[src/rtl/pc_sequencer_pkg.sv]
// Shared types and constants for the program-counter sequencer.
// Holds the FSM state encoding, the vector-select encoding and the vector addresses.
package pc_sequencer_pkg;

    typedef enum logic [1:0] {
        VEC_LO = 2'd0,
        VEC_HI = 2'd1,
        RUN    = 2'd2,
        BR_FIX = 2'd3
    } state_e;

    typedef enum logic [1:0] {
        SEL_NMI   = 2'd0,
        SEL_RESET = 2'd1,
        SEL_IRQ   = 2'd2,
        SEL_BRK   = 2'd3
    } vec_sel_e;

    localparam logic [15:0] VEC_NMI   = 16'hFFFA;
    localparam logic [15:0] VEC_RESET = 16'hFFFC;
    localparam logic [15:0] VEC_IRQ   = 16'hFFFE;

    function automatic logic [15:0] vec_base(input vec_sel_e sel);
        case (sel)
            SEL_NMI:   vec_base = VEC_NMI;
            SEL_RESET: vec_base = VEC_RESET;
            default:   vec_base = VEC_IRQ;
        endcase
    endfunction

endpackage

[src/rtl/pc_incrementer.sv]
// 16-bit combinational program-counter increment.
// The add wraps modulo 2^16, so FFFF steps to 0000.
module pc_incrementer (
    input  logic [15:0] pc_i,
    output logic [15:0] pc_next_o
);

    assign pc_next_o = pc_i + 16'd1;

endmodule

[src/rtl/pc_sequencer.sv]
// Program-counter sequencer: vector fetch, jump, relative branch with page fix-up.
// Address outputs are decoded from registered state only.
module pc_sequencer
    import pc_sequencer_pkg::*;
(
    input  logic       clk,
    input  logic       rst,
    input  logic [7:0] data_in,
    input  logic       pc_inc,
    input  logic       load_lo,
    input  logic       jump,
    input  logic       branch,
    input  logic       vec_req,
    input  logic [1:0] vec_sel,
    output logic [7:0] addr_low,
    output logic [7:0] addr_high,
    output logic       busy,
    output logic       vec_done,
    output logic       page_cross
);

    state_e      state_q;
    vec_sel_e    vec_sel_q;
    logic [15:0] pc_q;
    logic [7:0]  temp_lo_q;
    logic        br_fwd_q;
    logic        vec_done_q;
    logic        page_cross_q;

    logic [15:0] pc_plus1_d;
    logic [8:0]  br_sum_d;
    logic        br_cross_d;
    logic [7:0]  br_hi_d;
    logic [15:0] addr_d;

    pc_incrementer u_inc (
        .pc_i      (pc_q),
        .pc_next_o (pc_plus1_d)
    );

    // A page is crossed when the carry out of the low byte disagrees with the offset sign.
    assign br_sum_d   = {1'b0, pc_q[7:0]} + {1'b0, data_in};
    assign br_cross_d = br_sum_d[8] ^ data_in[7];
    assign br_hi_d    = br_fwd_q ? (pc_q[15:8] + 8'd1) : (pc_q[15:8] - 8'd1);

    always_ff @(posedge clk) begin
        if (rst) begin
            state_q      <= VEC_LO;
            vec_sel_q    <= SEL_RESET;
            pc_q         <= 16'h0000;
            temp_lo_q    <= 8'h00;
            br_fwd_q     <= 1'b0;
            vec_done_q   <= 1'b0;
            page_cross_q <= 1'b0;
        end else begin
            vec_done_q   <= 1'b0;
            page_cross_q <= 1'b0;
            case (state_q)
                VEC_LO: begin
                    temp_lo_q <= data_in;
                    state_q   <= VEC_HI;
                end
                VEC_HI: begin
                    pc_q       <= {data_in, temp_lo_q};
                    vec_done_q <= 1'b1;
                    state_q    <= RUN;
                end
                BR_FIX: begin
                    pc_q[15:8] <= br_hi_d;
                    state_q    <= RUN;
                end
                default: begin
                    if (vec_req) begin
                        vec_sel_q <= vec_sel_e'(vec_sel);
                        state_q   <= VEC_LO;
                    end else if (jump) begin
                        pc_q <= {data_in, temp_lo_q};
                    end else if (branch) begin
                        // The low byte lands now; the high byte is corrected in BR_FIX.
                        pc_q[7:0] <= br_sum_d[7:0];
                        if (br_cross_d) begin
                            br_fwd_q     <= ~data_in[7];
                            page_cross_q <= 1'b1;
                            state_q      <= BR_FIX;
                        end
                    end else if (pc_inc) begin
                        pc_q <= pc_plus1_d;
                    end
                    if (load_lo && !vec_req && !jump) begin
                        temp_lo_q <= data_in;
                    end
                end
            endcase
        end
    end

    always_comb begin
        addr_d = pc_q;
        case (state_q)
            VEC_LO:  addr_d = vec_base(vec_sel_q);
            VEC_HI:  addr_d = vec_base(vec_sel_q) + 16'd1;
            default: addr_d = pc_q;
        endcase
    end

    assign addr_low   = addr_d[7:0];
    assign addr_high  = addr_d[15:8];
    assign busy       = (state_q != RUN);
    assign vec_done   = vec_done_q;
    assign page_cross = page_cross_q;

endmodule

[config.mk]
export PLATFORM = sky130hd
export DESIGN_NAME = pc_sequencer
export DESIGN_NICKNAME = d
export VERILOG_FILES = /design/src/rtl/pc_sequencer_pkg.sv /design/src/rtl/pc_incrementer.sv /design/src/rtl/pc_sequencer.sv
export SDC_FILE = /design/constraint.sdc
export NUM_CORES = 1
export LEC_CHECK = 0
export ABC_AREA = 0
export BUFFER_PORTS_ARGS = -buffer_cell sky130_fd_sc_hd__buf_2
export CAP_MARGIN = 20
export CELL_PAD_IN_SITES_DETAIL_PLACEMENT = 0
export CELL_PAD_IN_SITES_GLOBAL_PLACEMENT = 2
export CORE_MARGIN = 1.5
export CORE_UTILIZATION = 32
export CTS_BUF_LIST = sky130_fd_sc_hd__clkbuf_8
export DETAILED_ROUTE_END_ITERATION = 8
export PLACE_DENSITY = 0.79
export SYNTH_ARGS = -nofsm -noshare
export SYNTH_HDL_FRONTEND = slang
export SYNTH_SLANG_ARGS = --single-unit
[constraint.sdc]
create_clock -name clk -period 2.4 [get_ports clk]
set_clock_uncertainty 0.05 [all_clocks]
set_input_delay 0 -clock clk [delete_from_list [all_inputs] [get_ports clk]]
set_output_delay 0 -clock clk [all_outputs]
set_load 0.005 [all_outputs]
# --- After elaboration in Yosys (flattened, before gate mapping) ---
# Cells that the tools add are included.
op_classes:
  addsub: 5
  multipliers: 0
  div_mod_pow: 0
  magnitude_cmp: 0
  eq_ne: 8
  n_shift: 0
  mux: 20
  bitwise_logic: 9
  n_reduce_logical: 21
op_table:
  columns: ["operator", "count"]
  rows:
  - ["16-bit 2-to-1 mux", 4]
  - ["16-bit by 1-bit adder with 16-bit output, second input constant", 2]
  - ["8-bit 2-to-1 mux", 4]
  - ["16-bit case mux with 2 select lines", 1]
  - ["8-bit case mux with 2 select lines", 2]
  - ["8-bit case mux with 3 select lines", 1]
  - ["4-bit nonzero test", 4]
  - ["8-bit by 8-bit adder with 9-bit output", 1]
  - ["8-bit by 1-bit adder with 8-bit output, second input constant", 1]
  - ["2-bit 2-to-1 mux", 4]
  - ["4-bit by 2-bit inequality test with 1-bit output, second input constant", 2]
  - ["1-bit NOT", 8]
  - ["8-bit by 1-bit subtractor with 8-bit output, second input constant", 1]
  - ["7-bit OR reduction", 1]
  - ["3-bit case mux with 2 select lines", 1]
  - ["3-bit AND reduction", 2]
  - ["5-bit AND reduction", 1]
  - ["2-bit by 1-bit equality test with 1-bit output, second input constant", 2]
  - ["2-bit zero test", 2]
  - ["2-bit case mux with 2 select lines", 1]
  - ["2-bit AND reduction", 2]
  - ["4-bit AND reduction", 1]
  - ["2-bit OR reduction", 2]
  - ["3-bit by 1-bit inequality test with 1-bit output, second input constant", 1]
  - ["9 further kinds", 12]
word_totals:
  reg_bits: 31
  latch_bits: 0
  ram_bits: 0
  mem_bits_ro: 0
  inputBits: 17
  output_inout_bits: 19
  n_memories: 0

# --- Logic depth before layout (Yosys ltp) ---
depth:
  word_depth: 7
  depth_mapped: 9
  depth_no_buf: 9

# --- Hierarchy ---
# From an unflattened synthesis, not the netlist that was laid out.
hier_totals:
  hier_cells: 333
  hier_area_um2: 2627.5
modules_own_cells:
  columns: ["mod", "instances", "cells_per_inst", "area_each_um2"]
  rows:
  - ["pc_sequencer", 1, 290, 2329.7]
  - ["pc_incrementer", 1, 43, 297.8]

# --- Worst setup path after synthesis ---
# Ideal clock, no wire load.
synth_timing:
  kind: "register to register"
  from: "register pc_q[0]"
  to: "register br_fwd_q"
  setup_time_ns: 0.123
  arrival_ns: 2.178
  required_time_ns: 2.227
  slack_ns: 0.049
  path_stages_with_launch: 10
  n_path_buf: 0
  path_cell_list: "dfxtp_1 ha_1 inv_1 fa_1 nor2b_1 o31ai_2 a21oi_2 xor2_2 and4_1 mux2_1"
synth_between:
  elab_chain_cells: 3
synth_rtl:
  columns: ["item", "line", "source"]
  rows:
  - ["from (decl)", "pc_sequencer.sv:24", "logic [15:0] pc_q;"]
  - ["from (signal assigned)", "pc_sequencer.sv:64", "pc_q <= {data_in, temp_lo_q};"]
  - ["from (signal assigned)", "pc_sequencer.sv:77", "pc_q <= {data_in, temp_lo_q};"]
  - ["from (signal assigned)", "pc_sequencer.sv:80", "pc_q[7:0] <= br_sum_d[7:0];"]
  - ["8-bit by 8-bit adder with 9-bit output", "pc_sequencer.sv:42", "assign br_sum_d = {1'b0, pc_q[7:0]} + {1'b0, data_in};"]
  - ["1-bit XOR", "pc_sequencer.sv:43", "assign br_cross_d = br_sum_d[8] ^ data_in[7];"]
  - ["5-bit AND reduction (no source line)", null, null]
  - ["to (signal assigned)", "pc_sequencer.sv:82", "br_fwd_q <= ~data_in[7];"]
  - ["to (decl)", "pc_sequencer.sv:26", "logic br_fwd_q;"]
# Every way passes these cells.
# A chain may end at the register's enable or synchronous reset.

# --- Worst setup path after layout ---
# Ends and elaborated chain as after synthesis.

==> run_results.csv <==
group,metric,value,unit
critical_path,crit_buf_inv,1,
power,p_total,4.06,mW
floorplanning,dieArea,8990,sq um
power,peakVddDrop,0.553,mV
drt,wl_met3,312,microns
synth,synth.distinct_cells,60,
critical_path,crit_fanout,3,
clock_tree,cts-root-buf,"clkbuf_8",
synth,synth.ff_latch_count,31,
synth,synth_top_cell_by_area,"dfxtp_1",
clock_tree,clock_sinks,31,
floorplanning,num_rows,33,
critical_path,worstSetupStartpointType,"flip-flop",
clock_tree,cts-buffers-inserted,5,
clock_tree,insertion_delay,0.29,ns
drt,wl_per_cell,16.7,microns
floorplanning,ios,36,
synth,netlist_instances,346,
power,sw_frac_of_total,46.6,%
clock_tree,cts_tree,"yes",
synth,seq_area_frac_synth,23.0,%
drt,wl_met1,3.95,mm
synth,async_flop_share,0,%
drt,wirelength,8.42,mm
global_routing,antenna_found_initial,0,
critical_path,critPathMaxStageDelay,0.42,ns
drt,drt_iter0_markers,84,
synth,synth_flop_cell,"dfxtp_1",
place,place_congestion,0.797,
clock_tree,post_cts_buffers,0,
synth,synth_edf_count,0,
global_routing,overflow,0,
synth,yosysMostFrequentCell,"nor2_1",
hold_path,hold_class,"in2reg",
synth,yosysWarningCount,0,
global_routing,grt_usage,20.5,%
floorplanning,die_w,94.8,microns
place,port_buffers,35,
global_routing,grt_pass1_vias,2667,
power,powerDensity,1240,nW/um^2
power,p_leak,1.33,nW
critical_path,crit_required,2.53,ns
final_layout,antenna_cells,0,
sta,fmax,423,MHz
sta,post-route-period-util,98.6,%
job,cap_violations,0,
global_routing,grt_max_degree,36,
synth,synth_area_leaders,"dfxtp_1, ha_1, nor2_1",
clock_tree,cts.path.max_buffers,2,
final_layout,nets,438,
power,seq_power_share,20.8,%
drt,dr.pass1.iters,4,
sta,finalSetupViolations,0,
critical_path,cp-end-kind,"flip-flop",
hold_path,holdCritStartpoint,"data_in[2]",
critical_path,cpMaxStageDelayCell,"fa_1",
floorplanning,core_area,8180,sq um
drt,drcViolationCount,0,
critical_path,arrival,2.49,ns
sta,rsz0062_at_grt,"true",
critical_path,worstSetupPathType,"reg2reg",
synth,synth_common_cells,"nor2_1, nand2_1, dfxtp_1",
sta,finalMaxSlewViolations,0,
drt,viasPerCell,5.31,
final_layout,fin_util,40.0,%
sta,hold_violations,0,
critical_path,startpoint,"pc_q[0]$_SDFFE_PP0P_",
power,p_int,2.17,mW
sta,slew_headroom,51.9,%
critical_path,r2r_slack,0.03,ns
power,pwr-share-clk,11.7,%
floorplanning,die_h,94.8,microns
clock_tree,htreeDepth,2,
critical_path,cp_top_family,"adder cells",
outcome,outcome,"finished, final reports clean",
clock_tree,path_clk_slew,0.07,ns
synth,syn_area_per_cell,7.80,sq um
synth,yosysTopAreaCellShare,23.0,%
synth,syn-cell-area,2700,sq um
sta,finalCriticalPeriod,2.37,ns
drt,vias,2683,
critical_path,r2r_start,"pc_q[0]$_SDFFE_PP0P_",
drt,maxUsedRoutingLayer,"met4",
place,dp_hpwl,6.17,mm
floorplanning,initial_core_util,33.0,%
power,pwr-share-comb,67.5,%
final_layout,area_delta_synth_final,21.2,%
final_layout,fillers,913,
power,switching_power,1.89,mW
drt,ant_nets,0,
synth,syn_nets,385,
critical_path,crit_chain,"ha_1 -> inv_1 -> fa_1 -> nor2b_2 -> o31ai_2 -> a21oi_2 -> xor2_2 -> and4_4 -> mux2_1",
drt,wl_met2,4.04,mm
sta,tightest_slew,0.721,ns
final_layout,drive_above_1_share,21.5,%
global_routing,grt_pass1_wl,14.0,mm
[worst min-delay path, delay by kind of cell]
family / cells / cell delay, ns
buf+inv: 1 / 0.15
mux: 1 / 0.09
simple gates: 1 / 0.07
[power by group through the flow]
stage | Sequential, mW | Clock, mW | Combinational [mW]
finish | 0.846 | 0.473 | 2.74
floorplan | 0.854 | 0 | 1.80
detailed placement | 0.857 | 0 | 2.71
global placement | 0.858 | 0 | 2.71
global route | 0.876 | 0.507 | 3.09
CTS | 0.849 | 0.489 | 2.75
[metal layers]
layer	vias up	global-route usage, %
met2	41	34.8
met5	-	0
met4	0	4.98
met3	12	3.46
met1	1278	26.9
li1	1352	-
[path summary, 6_finish.rpt]
| check | to | cells after the start |
|---|---|---|
| max reg2reg | br_fwd_q$_SDFFE_PP0P_ | 9 |
| min | temp_lo_q[2]$_SDFFE_PP0P_ | 3 |
| max | br_fwd_q$_SDFFE_PP0P_ | 9 |
| min reg2reg | vec_sel_q[1]$_SDFFE_PP0P_ | 2 |
[registers in the layout, summed over array words and instances (netlist names)]
name and count:
pc_q 16, temp_lo_q 8, state_q 2, vec_sel_q 2, br_fwd_q 1, page_cross 1
vec_done 1
[per-stage QoR]
step | cell area, sq um | TNS, ns | std cells | worst slack [ns] | hold WS (ns)
3_3_place_gp | 3080 | 0 | 489 | 0.104 | 0.217
2_1_floorplan | 2700 | 0 | 346 | 0.0491 | 0.0939
5_1_grt | 3270 | -0.0883 | 505 | -0.0883 | 0.0635
4_1_cts | 3260 | 0 | 505 | 0.00450 | 0.00283
6_report | 3270 | 0 | 505 | 0.0347 | 0.0111
3_5_place_dp | 3080 | 0 | 489 | 0.0422 | 0.220
[placed cells by master (no fill, tap or decap), types with 12 or more instances in the layout]
cell,synthesis,routed
ha_1,20,20
o21ai_0,16,15
nor2_1,39,38
buf_4,0,20
buf_2,7,35
a21oi_1,17,17
xnor2_1,14,14
nor3_1,17,17
or3_1,12,12
nand2_1,35,35
dfxtp_1,31,31
inv_1,18,18
[cell families (layout without fill, tap and decap cells)]
| group | Yosys count | count (layout) | synth area share [%] |
|---|---|---|---|
| buffers and inverters | 35 | 89 | 5.19 |
| adders and majority gates | 22 | 22 | 10.8 |
| AOI/OAI and AO/OA | 87 | 87 | 22.4 |
| and+or+nand+nor | 139 | 139 | 27.4 |
| xor gates and xnor gates | 21 | 21 | 7.10 |
| DFF | 31 | 31 | 23.0 |
| muxes | 11 | 11 | 4.17 |
[cell type report]
type	count	area (sq um)	share of cell area, %
multi-input cells	280	1950	59.5
flip-flops and latches	31	621	19.0
clock buffers	7	96.3	2.95
well taps	105	131	4.02
clock inverters	1	3.75	0.115
inverters	18	67.6	2.07
repair buffers	63	405	12.4
[repair_timing]
action	4_1_cts	5_1_grt
setup endpoints to repair	0	6
hold buffers	8	0
resized for setup	0	6
hold endpoints to repair	7	0
Power figures use the tool's default switching activity.
